--- src/rtl/alu_arbiter.sv ---
// Round-robin front end that shares one combinational ALU between two requesters
// and returns each result on a single tagged, back-pressured response register.
module alu_arbiter #(
  parameter int DW   = 64,
  parameter int OPW  = 12,
  parameter int TAGW = 4,
  parameter int CNTW = 32
) (
  input  logic            clk,
  input  logic            resetn,

  input  logic            req0_valid,
  output logic            req0_ready,
  input  logic [OPW-1:0]  req0_op,
  input  logic [DW-1:0]   req0_src1,
  input  logic [DW-1:0]   req0_src2,
  input  logic [TAGW-1:0] req0_tag,

  input  logic            req1_valid,
  output logic            req1_ready,
  input  logic [OPW-1:0]  req1_op,
  input  logic [DW-1:0]   req1_src1,
  input  logic [DW-1:0]   req1_src2,
  input  logic [TAGW-1:0] req1_tag,

  output logic [OPW-1:0]  alu_op,
  output logic [DW-1:0]   alu_src1,
  output logic [DW-1:0]   alu_src2,
  input  logic [DW-1:0]   alu_result,

  output logic            rsp_valid,
  input  logic            rsp_ready,
  output logic            rsp_id,
  output logic [TAGW-1:0] rsp_tag,
  output logic [DW-1:0]   rsp_result,
  output logic            rsp_err,

  output logic [CNTW-1:0] acc_cnt0,
  output logic [CNTW-1:0] acc_cnt1
);

  logic            lastGrant_q, lastGrant_d;
  logic            rspValid_q,  rspValid_d;
  logic            rspId_q,     rspId_d;
  logic [TAGW-1:0] rspTag_q,    rspTag_d;
  logic [DW-1:0]   rspResult_q, rspResult_d;
  logic            rspErr_q,    rspErr_d;
  logic [CNTW-1:0] accCnt0_q,   accCnt0_d;
  logic [CNTW-1:0] accCnt1_q,   accCnt1_d;

  logic            canIssue;
  logic            grantValid;
  logic            grantId;
  logic            opLegal;
  logic            driveAlu;
  logic [OPW-1:0]  selOp;
  logic [DW-1:0]   selSrc1;
  logic [DW-1:0]   selSrc2;
  logic [TAGW-1:0] selTag;

  function automatic logic isOneHot(input logic [OPW-1:0] op);
    return (op != '0) && ((op & (op - OPW'(1))) == '0);
  endfunction

  // A drain in the same cycle frees the register, so issue never bubbles.
  assign canIssue = !rspValid_q || rsp_ready;

  always_comb begin
    grantValid = 1'b0;
    grantId    = 1'b0;
    if (canIssue) begin
      if (req0_valid && req1_valid) begin
        grantValid = 1'b1;
        grantId    = ~lastGrant_q;
      end else if (req0_valid) begin
        grantValid = 1'b1;
        grantId    = 1'b0;
      end else if (req1_valid) begin
        grantValid = 1'b1;
        grantId    = 1'b1;
      end
    end
  end

  assign req0_ready = grantValid && (grantId == 1'b0);
  assign req1_ready = grantValid && (grantId == 1'b1);

  always_comb begin
    selOp   = req0_op;
    selSrc1 = req0_src1;
    selSrc2 = req0_src2;
    selTag  = req0_tag;
    if (grantId) begin
      selOp   = req1_op;
      selSrc1 = req1_src1;
      selSrc2 = req1_src2;
      selTag  = req1_tag;
    end
  end

  assign opLegal  = isOneHot(selOp);
  assign driveAlu = grantValid && opLegal;

  // Illegal ops and idle cycles present all-zero inputs so the ALU stays quiet.
  assign alu_op   = driveAlu ? selOp   : '0;
  assign alu_src1 = driveAlu ? selSrc1 : '0;
  assign alu_src2 = driveAlu ? selSrc2 : '0;

  always_comb begin
    lastGrant_d = lastGrant_q;
    rspValid_d  = rspValid_q;
    rspId_d     = rspId_q;
    rspTag_d    = rspTag_q;
    rspResult_d = rspResult_q;
    rspErr_d    = rspErr_q;
    accCnt0_d   = accCnt0_q;
    accCnt1_d   = accCnt1_q;
    if (grantValid) begin
      rspValid_d  = 1'b1;
      rspId_d     = grantId;
      rspTag_d    = selTag;
      rspResult_d = opLegal ? alu_result : '0;
      rspErr_d    = !opLegal;
      lastGrant_d = grantId;
      if (grantId) begin
        accCnt1_d = accCnt1_q + CNTW'(1);
      end else begin
        accCnt0_d = accCnt0_q + CNTW'(1);
      end
    end else if (rspValid_q && rsp_ready) begin
      rspValid_d = 1'b0;
    end
  end

  always_ff @(posedge clk or negedge resetn) begin
    if (!resetn) begin
      lastGrant_q <= 1'b1;
      rspValid_q  <= 1'b0;
      rspId_q     <= 1'b0;
      rspTag_q    <= '0;
      rspResult_q <= '0;
      rspErr_q    <= 1'b0;
      accCnt0_q   <= '0;
      accCnt1_q   <= '0;
    end else begin
      lastGrant_q <= lastGrant_d;
      rspValid_q  <= rspValid_d;
      rspId_q     <= rspId_d;
      rspTag_q    <= rspTag_d;
      rspResult_q <= rspResult_d;
      rspErr_q    <= rspErr_d;
      accCnt0_q   <= accCnt0_d;
      accCnt1_q   <= accCnt1_d;
    end
  end

  assign rsp_valid  = rspValid_q;
  assign rsp_id     = rspId_q;
  assign rsp_tag    = rspTag_q;
  assign rsp_result = rspResult_q;
  assign rsp_err    = rspErr_q;
  assign acc_cnt0   = accCnt0_q;
  assign acc_cnt1   = accCnt1_q;

endmodule

--- config.mk ---
export PLATFORM = sky130hd
export DESIGN_NAME = alu_arbiter
export DESIGN_NICKNAME = d
export VERILOG_FILES = /design/src/rtl/alu_arbiter.sv
export SDC_FILE = /design/constraint.sdc
export NUM_CORES = 1
export LEC_CHECK = 0
export ABC_AREA = 1
export CORE_AREA = 2 2 245 247
export DETAILED_ROUTE_END_ITERATION = 8
export DIE_AREA = 0 0 247 249
export HOLD_SLACK_MARGIN = 0.06
export SLEW_MARGIN = 25
export SYNTH_ARGS = -nofsm -noshare
export SYNTH_HDL_FRONTEND = slang
export SYNTH_SLANG_ARGS = --single-unit
--- constraint.sdc ---
create_clock -name clk -period 6.35 [get_ports clk]
set_input_delay 1.27 -clock clk [delete_from_list [all_inputs] [get_ports clk]]
set_output_delay 1.27 -clock clk [all_outputs]
set_load 0.005 [all_outputs]
== Word-level counts from Yosys, hierarchy flattened ==
Index checks and enable logic that the tools add are counted.

* ROM bits: 0
* Bits in registers: 136
* Bits in latches: 0
* Output and inout port bits: 277
* Logic and storage cells: 45
* Input port bits: 357
* RAM bits: 0
* Memories kept: 0

* Divide/modulo/power cells: 0
* $mul: 0
* $lt $le $gt $ge: 0
* Reduce and logical (&&, ||, !) cells: 14
* Equal/unequal tests: 0
* Muxes and demuxes: 17
* $add $sub $neg: 3
* Bitwise gates (word level): 3
* Shift-type cells: 0

{| class="wikitable"
|+ Operators with widths
! cell !! count
|-
| $mux W64 || 5
|-
| $add A32 B1 Y32 const B || 2
|-
| $mux W12 || 2
|-
| $and A12 B12 Y12 || 1
|-
| $logic_not A12 Y1 || 1
|-
| $reduce_bool A12 Y1 || 1
|-
| $sub A12 B1 Y12 const B || 1
|-
| $mux W1 || 9
|-
| $logic_and A1 B1 Y1 || 6
|-
| $mux W4 || 1
|-
| $reduce_and A2 Y1 || 2
|-
| $logic_not A1 Y1 || 2
|-
| $not A1 Y1 || 2
|-
| $reduce_bool A2 Y1 || 1
|-
| $logic_or A1 B1 Y1 || 1
|}

== Depth between registers and ports, before layout ==
* Depth in word-level cells: 11
* Mapped depth: 16
* Gate-level depth less buffers: 13

== Worst setup path after synthesis ==
OpenSTA, ideal clock, no wires.

* Kind: input port to output port
* Start point: input port req1_valid
* End point: output port alu_src1[26]
* Stages on the path: 15
* Required time: 5080 ps
* Setup slack: 2270 ps
* Arrival: 2810 ps
* Buffers on the path: 4
* Path through: buf_4 nand3_2 buf_4 nand2_1 nand2_2 nand2_1 nor2_2 nand2_1 nand2_1 nand3_1 nor2_2 nand2_2 buf_6 buf_6 nor2_2

* Cells in the longest elaborated chain, start to end: 11
* Elaborated cells between the ends (all ways): 17
* Those cells by class: add/sub: 1; mux: 10; bitwise: 1; reduce/logical: 5

{| class="wikitable"
|+ RTL lines
! what !! line !! source
|-
| start: declaration || 19 || <nowiki>input logic req1_valid,</nowiki>
|-
| $mux W1 || 78 || <nowiki>end else if (req1_valid) begin</nowiki>
|-
| $mux W1 || 75 || <nowiki>end else if (req0_valid) begin</nowiki>
|-
| $mux W1 || 72 || <nowiki>if (req0_valid && req1_valid) begin</nowiki>
|-
| $mux W1 || 71 || <nowiki>if (canIssue) begin</nowiki>
|-
| $mux W12 || 93 || <nowiki>if (grantId) begin</nowiki>
|-
| $sub A12 B1 Y12 || 62 || <nowiki>return (op != '0) && ((op & (op - OPW'(1))) == '0);</nowiki>
|-
| $and A12 B12 Y12 || 62 ||
|-
| $logic_not A12 Y1 || 62 ||
|-
| $logic_and A1 B1 Y1 || 62 ||
|-
| $logic_and A1 B1 Y1 || 102 || <nowiki>assign driveAlu = grantValid && opLegal;</nowiki>
|-
| $mux W64 * || 106 || <nowiki>assign alu_src1 = driveAlu ? selSrc1 : '0;</nowiki>
|-
| end: declaration || 27 || <nowiki>output logic [DW-1:0] alu_src1,</nowiki>
|}

Mark *: on every way between the ends. The rest lies on a longest branch, timed or not.

== Worst setup path after layout ==
* Start point: input port req1_valid
* End point: output port alu_src1[51]

Same word-level chain as after synthesis.

==> reports/qor.json <==
{
  "num_rows": {"value": 89},
  "detailedRoute.firstIterationViolations": {"value": 431},
  "cellInternalPower": {"value": 1.916, "unit": "mW"},
  "worst_slew_pin_slew": {"value": 0.9689, "unit": "ns"},
  "synth.area.top_cells": {"value": "dfrtp_1 (39%), mux2i_1 (15%), nand2_1 (11%), nor2_2 (7.6%), nand3_1 (5.4%)"},
  "cts-buffers-inserted": {"value": 17},
  "setup_viol": {"value": 0},
  "grt_first_pass_wirelength": {"value": 75910, "unit": "um"},
  "skew": {"value": 0.02225, "unit": "ns"},
  "synth_seq_area_share": {"value": 0.3943},
  "cts.hold.buffers_added": {"value": 0},
  "postCtsSetupRepairBufs": {"value": 0},
  "routedWlPerCell": {"value": 22.46, "unit": "um"},
  "drc_errors": {"value": 0},
  "worstRegToRegCells": {"value": 10},
  "grt_overflow": {"value": 0},
  "reg2reg_from": {"value": "rsp_valid"},
  "timing.critical_path.slowest_stage_cell": {"value": "clkdlybuf4s50_1"},
  "r2r-end": {"value": "acc_cnt1[29]"},
  "post-dp-hpwl": {"value": 46900, "unit": "um"},
  "drt-pass1-iter-count": {"value": 5},
  "synth_cell_type_count": {"value": 31},
  "hold-path-endpoint": {"value": "rsp_result[36]"},
  "p_total": {"value": 2.693, "unit": "mW"},
  "dieWidth": {"value": 247, "unit": "um"},
  "number_of_buffers_inserted_by_port_buffering": {"value": 633},
  "start_util": {"value": 0.1471},
  "postSynthNetCount": {"value": 1416},
  "maxClockFrequency": {"value": 165.6, "unit": "MHz"},
  "critical_path_launch_point_type": {"value": "input port"},
  "combPwrFrac": {"value": 0.251},
  "final_hold_viol_count": {"value": 0},
  "maximum_number_of_pins_on_one_net_before_global_route_repair": {"value": 108},
  "finish.net_count": {"value": 2027},
  "cp_slowest_stage_delay": {"value": 0.76, "unit": "ns"},
  "dr_total_vias": {"value": 9846},
  "outcome": {"value": "finished clean"},
  "max-cap-violations": {"value": 0},
  "postSynthAreaPerCell": {"value": 8.169, "unit": "um2"},
  "cell_chain_critical_path": {"value": "clkdlybuf4s50_1, nand2_4, nor2_4, nand2_1, nand2_2, nand2_1, nor2_2, nand2_1, nand2_1, nand3_1, nor2_4, nand2_8, buf_12, nor2_2, clkdlybuf4s50_1"},
  "htree_levels": {"value": 4},
  "die_h": {"value": 249, "unit": "um"},
  "grt_pass1_vias": {"value": 9912},
  "required": {"value": 5.08, "unit": "ns"},
  "holdCritPathClass": {"value": "reg -> reg"},
  "leakage": {"value": 7.613, "unit": "nW"},
  "worst_skew_pair.late_latency": {"value": 0.45, "unit": "ns"},
  "crit_arrival": {"value": 4.77, "unit": "ns"},
  "finalMaxSlewViolations": {"value": 0},
  "launch_point_of_the_worst_hold_path": {"value": "rsp_result[36]"},
  "total_switching_power": {"value": 776.7, "unit": "uW"},
  "criticalPathCategory": {"value": "in -> out"},
  "hold_path_depth": {"value": 2},
  "fin_crit_sh": {"value": 0.9507},
  "yosysTopAreaCellShare": {"value": 0.3912},
  "yosysTopAreaCell": {"value": "dfrtp_1"},
  "core": {"value": 0.05869, "unit": "mm2"},
  "rsz0062_at_grt": {"value": "no"},
  "cts_root_buf": {"value": "clkbuf_16"},
  "mappedNetlistArea": {"value": 0.008635, "unit": "mm2"},
  "power_frac_seq": {"value": 0.364},
  "cp-startpoint": {"value": "req1_valid"},
  "post_route_cells_drive_above_1_share": {"value": 0.1024},
  "synth_cells": {"value": 1057},
  "r2r_slack": {"value": 3.15, "unit": "ns"},
  "power_density": {"value": 163.8, "unit": "mW/mm2"},
  "route.detailed.vias_per_inst": {"value": 3.991},
  "grt.total_usage": {"value": 0.1758},
  "timing.critical_path.fanout_max": {"value": 69},
  "count_of_warnings_emitted_by_yosys": {"value": 0},
  "p_clk_frac": {"value": 0.384},
  "tritoncts_clock_tree": {"value": "done"},
  "clock_sink_count": {"value": 136},
  "gp_congestion": {"value": 0.9720},
  "setup_total_negative_slack": {"value": 0, "unit": "ns"},
  "p_sw_frac": {"value": 0.2884},
  "layout-area-overhead-vs-synth": {"value": 90.35, "unit": "%"},
  "finalWirelength": {"value": 55420, "unit": "um"},
  "top_level_ports": {"value": 634},
  "clk_transition_reported_paths": {"value": 0.06, "unit": "ns"},
  "die_area": {"value": 0.06150, "unit": "mm2"},
  "clk_path_buf_depth": {"value": 2},
  "cp_common_cell": {"value": "nand2_1"},
  "maxSlewHeadroom": {"value": 0.3541},
  "detail-route-antenna-nets": {"value": 0},
  "post_route_minimum_period": {"value": 6.037, "unit": "ns"},
  "setup.worst_path.end_class": {"value": "primary output"},
  "synth_seq_cells": {"value": 136},
  "cts-resized-gates": {"value": 0},
  "ir_drop": {"value": 0.1771, "unit": "mV"},
  "layout_fillers": {"value": 6235},
  "antenna_found_initial": {"value": 49},
  "cp.buffers_inverters": {"value": 3},
  "path_delay_family": {"value": "simple AND/OR/NAND/NOR gates"}
}
## tightest hold or removal path: cells and delay by family (launching register included)
kind          cells  cell delay [ns]
flops             1             0.34
simple gates      2             0.10
## stage by stage
step / worst slack [ns] / util / std cells / hold WS [ns] / cell area (um2)
2_1_floorplan: 2.270 / - / 1057 / 0.4642 / 8635
3_3_place_gp: 0.4280 / 0.2693 / 2422 / 0.4649 / 15800
3_5_place_dp: 0.3794 / 0.2693 / 2422 / 0.4657 / 15800
4_1_cts: 0.3585 / 0.2794 / 2453 / 0.4823 / 16400
5_1_grt: 0.1096 / 0.2799 / 2464 / 0.4995 / 16430
6_report: 0.3131 / 0.2801 / 2467 / 0.4779 / 16440
## final cells by class
cell class | instances | area, um2 | area share
diodes | 14 | 35.03 | 0.002132
clock buffers | 19 | 442.9 | 0.02695
clock inverters | 12 | 151.4 | 0.009211
inverters | 70 | 262.8 | 0.01599
multi-input cells | 797 | 4673 | 0.2843
flip-flops and latches | 136 | 3405 | 0.2071
well taps | 773 | 967.2 | 0.05885
repair buffers | 646 | 6499 | 0.3954
## how the worst max path moves through the flow
stage	end	slack, ns	cells after the start
after floorplan	alu_src1[26]	2.27	15
after global placement	alu_src1[14]	0.43	16
after detailed placement	alu_src1[51]	0.38	16
after CTS	alu_src1[51]	0.36	16
after global routing	alu_src2[14]	0.11	16
final	alu_src1[51]	0.31	15
## metal layers
metal | GRT usage | part of all wire | up-vias
met3 | 0.05171 | 0.075 | 113
met5 | 0 | 0.00023 | -
met1 | 0.1938 | 0.38 | 4616
met2 | 0.3124 | 0.50 | 484
li1 | - | - | 4631
met4 | 0.07143 | 0.043 | 2
## sequential cells by signal, indices dropped and copies added, names as in the netlist
register / flops
acc_cnt0: 32
acc_cnt1: 32
lastGrant_q: 1
rsp_err: 1
rsp_id: 1
rsp_result: 64
rsp_tag: 4
rsp_valid: 1
## Yosys cell counts
cell	count
nor3_2	1
nand2_4	2
mux2i_1	128
inv_2	2
inv_1	67
nand2_1	252
nand3_1	94
nand4_1	16
nor3_1	15
dfrtp_1	135
o21ai_1	1
buf_1	2
nor2_2	105
dfstp_2	1
a21oi_1	3
buf_6	12
clkinv_1	1
nand4_2	1
nand3_2	1
xor2_1	39
nor2_4	1
buf_4	5
nand2_2	8
nor4_1	2
clkbuf_1	24
o21ai_0	9
xnor2_1	21
nand3b_1	2
nor2_1	94
buf_2	11
ha_1	2
## kinds of logic after synthesis
group,share of synthesized area
flip-flops,0.3943
AO/OA/AOI/OAI,0.007534
XOR/XNOR,0.06086
adder cells (fa/ha/maj),0.002898
buffers and inverters,0.06811
AND/OR/NAND/NOR,0.3179
multiplexers,0.1484
## power groups by stage
| stage | clock network [mW] | logic, mW | registers [mW] |
|---|---|---|---|
| after CTS | 1.08 | 0.685 | 0.982 |
| after detailed placement | 0 | 0.679 | 0.998 |
| after global routing | 1.11 | 0.728 | 0.991 |
| after floorplan | 0 | 0.229 | 0.980 |
| final | 1.04 | 0.676 | 0.981 |
| after global placement | 0 | 0.683 | 0.994 |
## placed cells by master, fill, tap and decap left out, types with 2 or more instances in the layout
master / n
clkinvlp_4: 2
nor3_1: 15
nand2_2: 7
bufinv_16: 3
a21oi_1: 3
clkinv_4: 2
xor2_1: 39
buf_4: 12
o21ai_0: 9
nand3b_1: 2
clkdlybuf4s50_1: 626
nor4_1: 2
nor2_2: 103
mux2i_1: 128
xnor2_1: 21
inv_1: 67
diode_2: 14
nand4_1: 16
nand3_1: 94
dfrtp_1: 135
buf_6: 2
nor2_4: 3
buf_12: 6
nand2_1: 252
clkinv_2: 4
clkbuf_16: 17
inv_2: 2
nand2_4: 2
nor2_1: 94
ha_1: 2
Note: power is estimated with default switching activity, not from simulation.
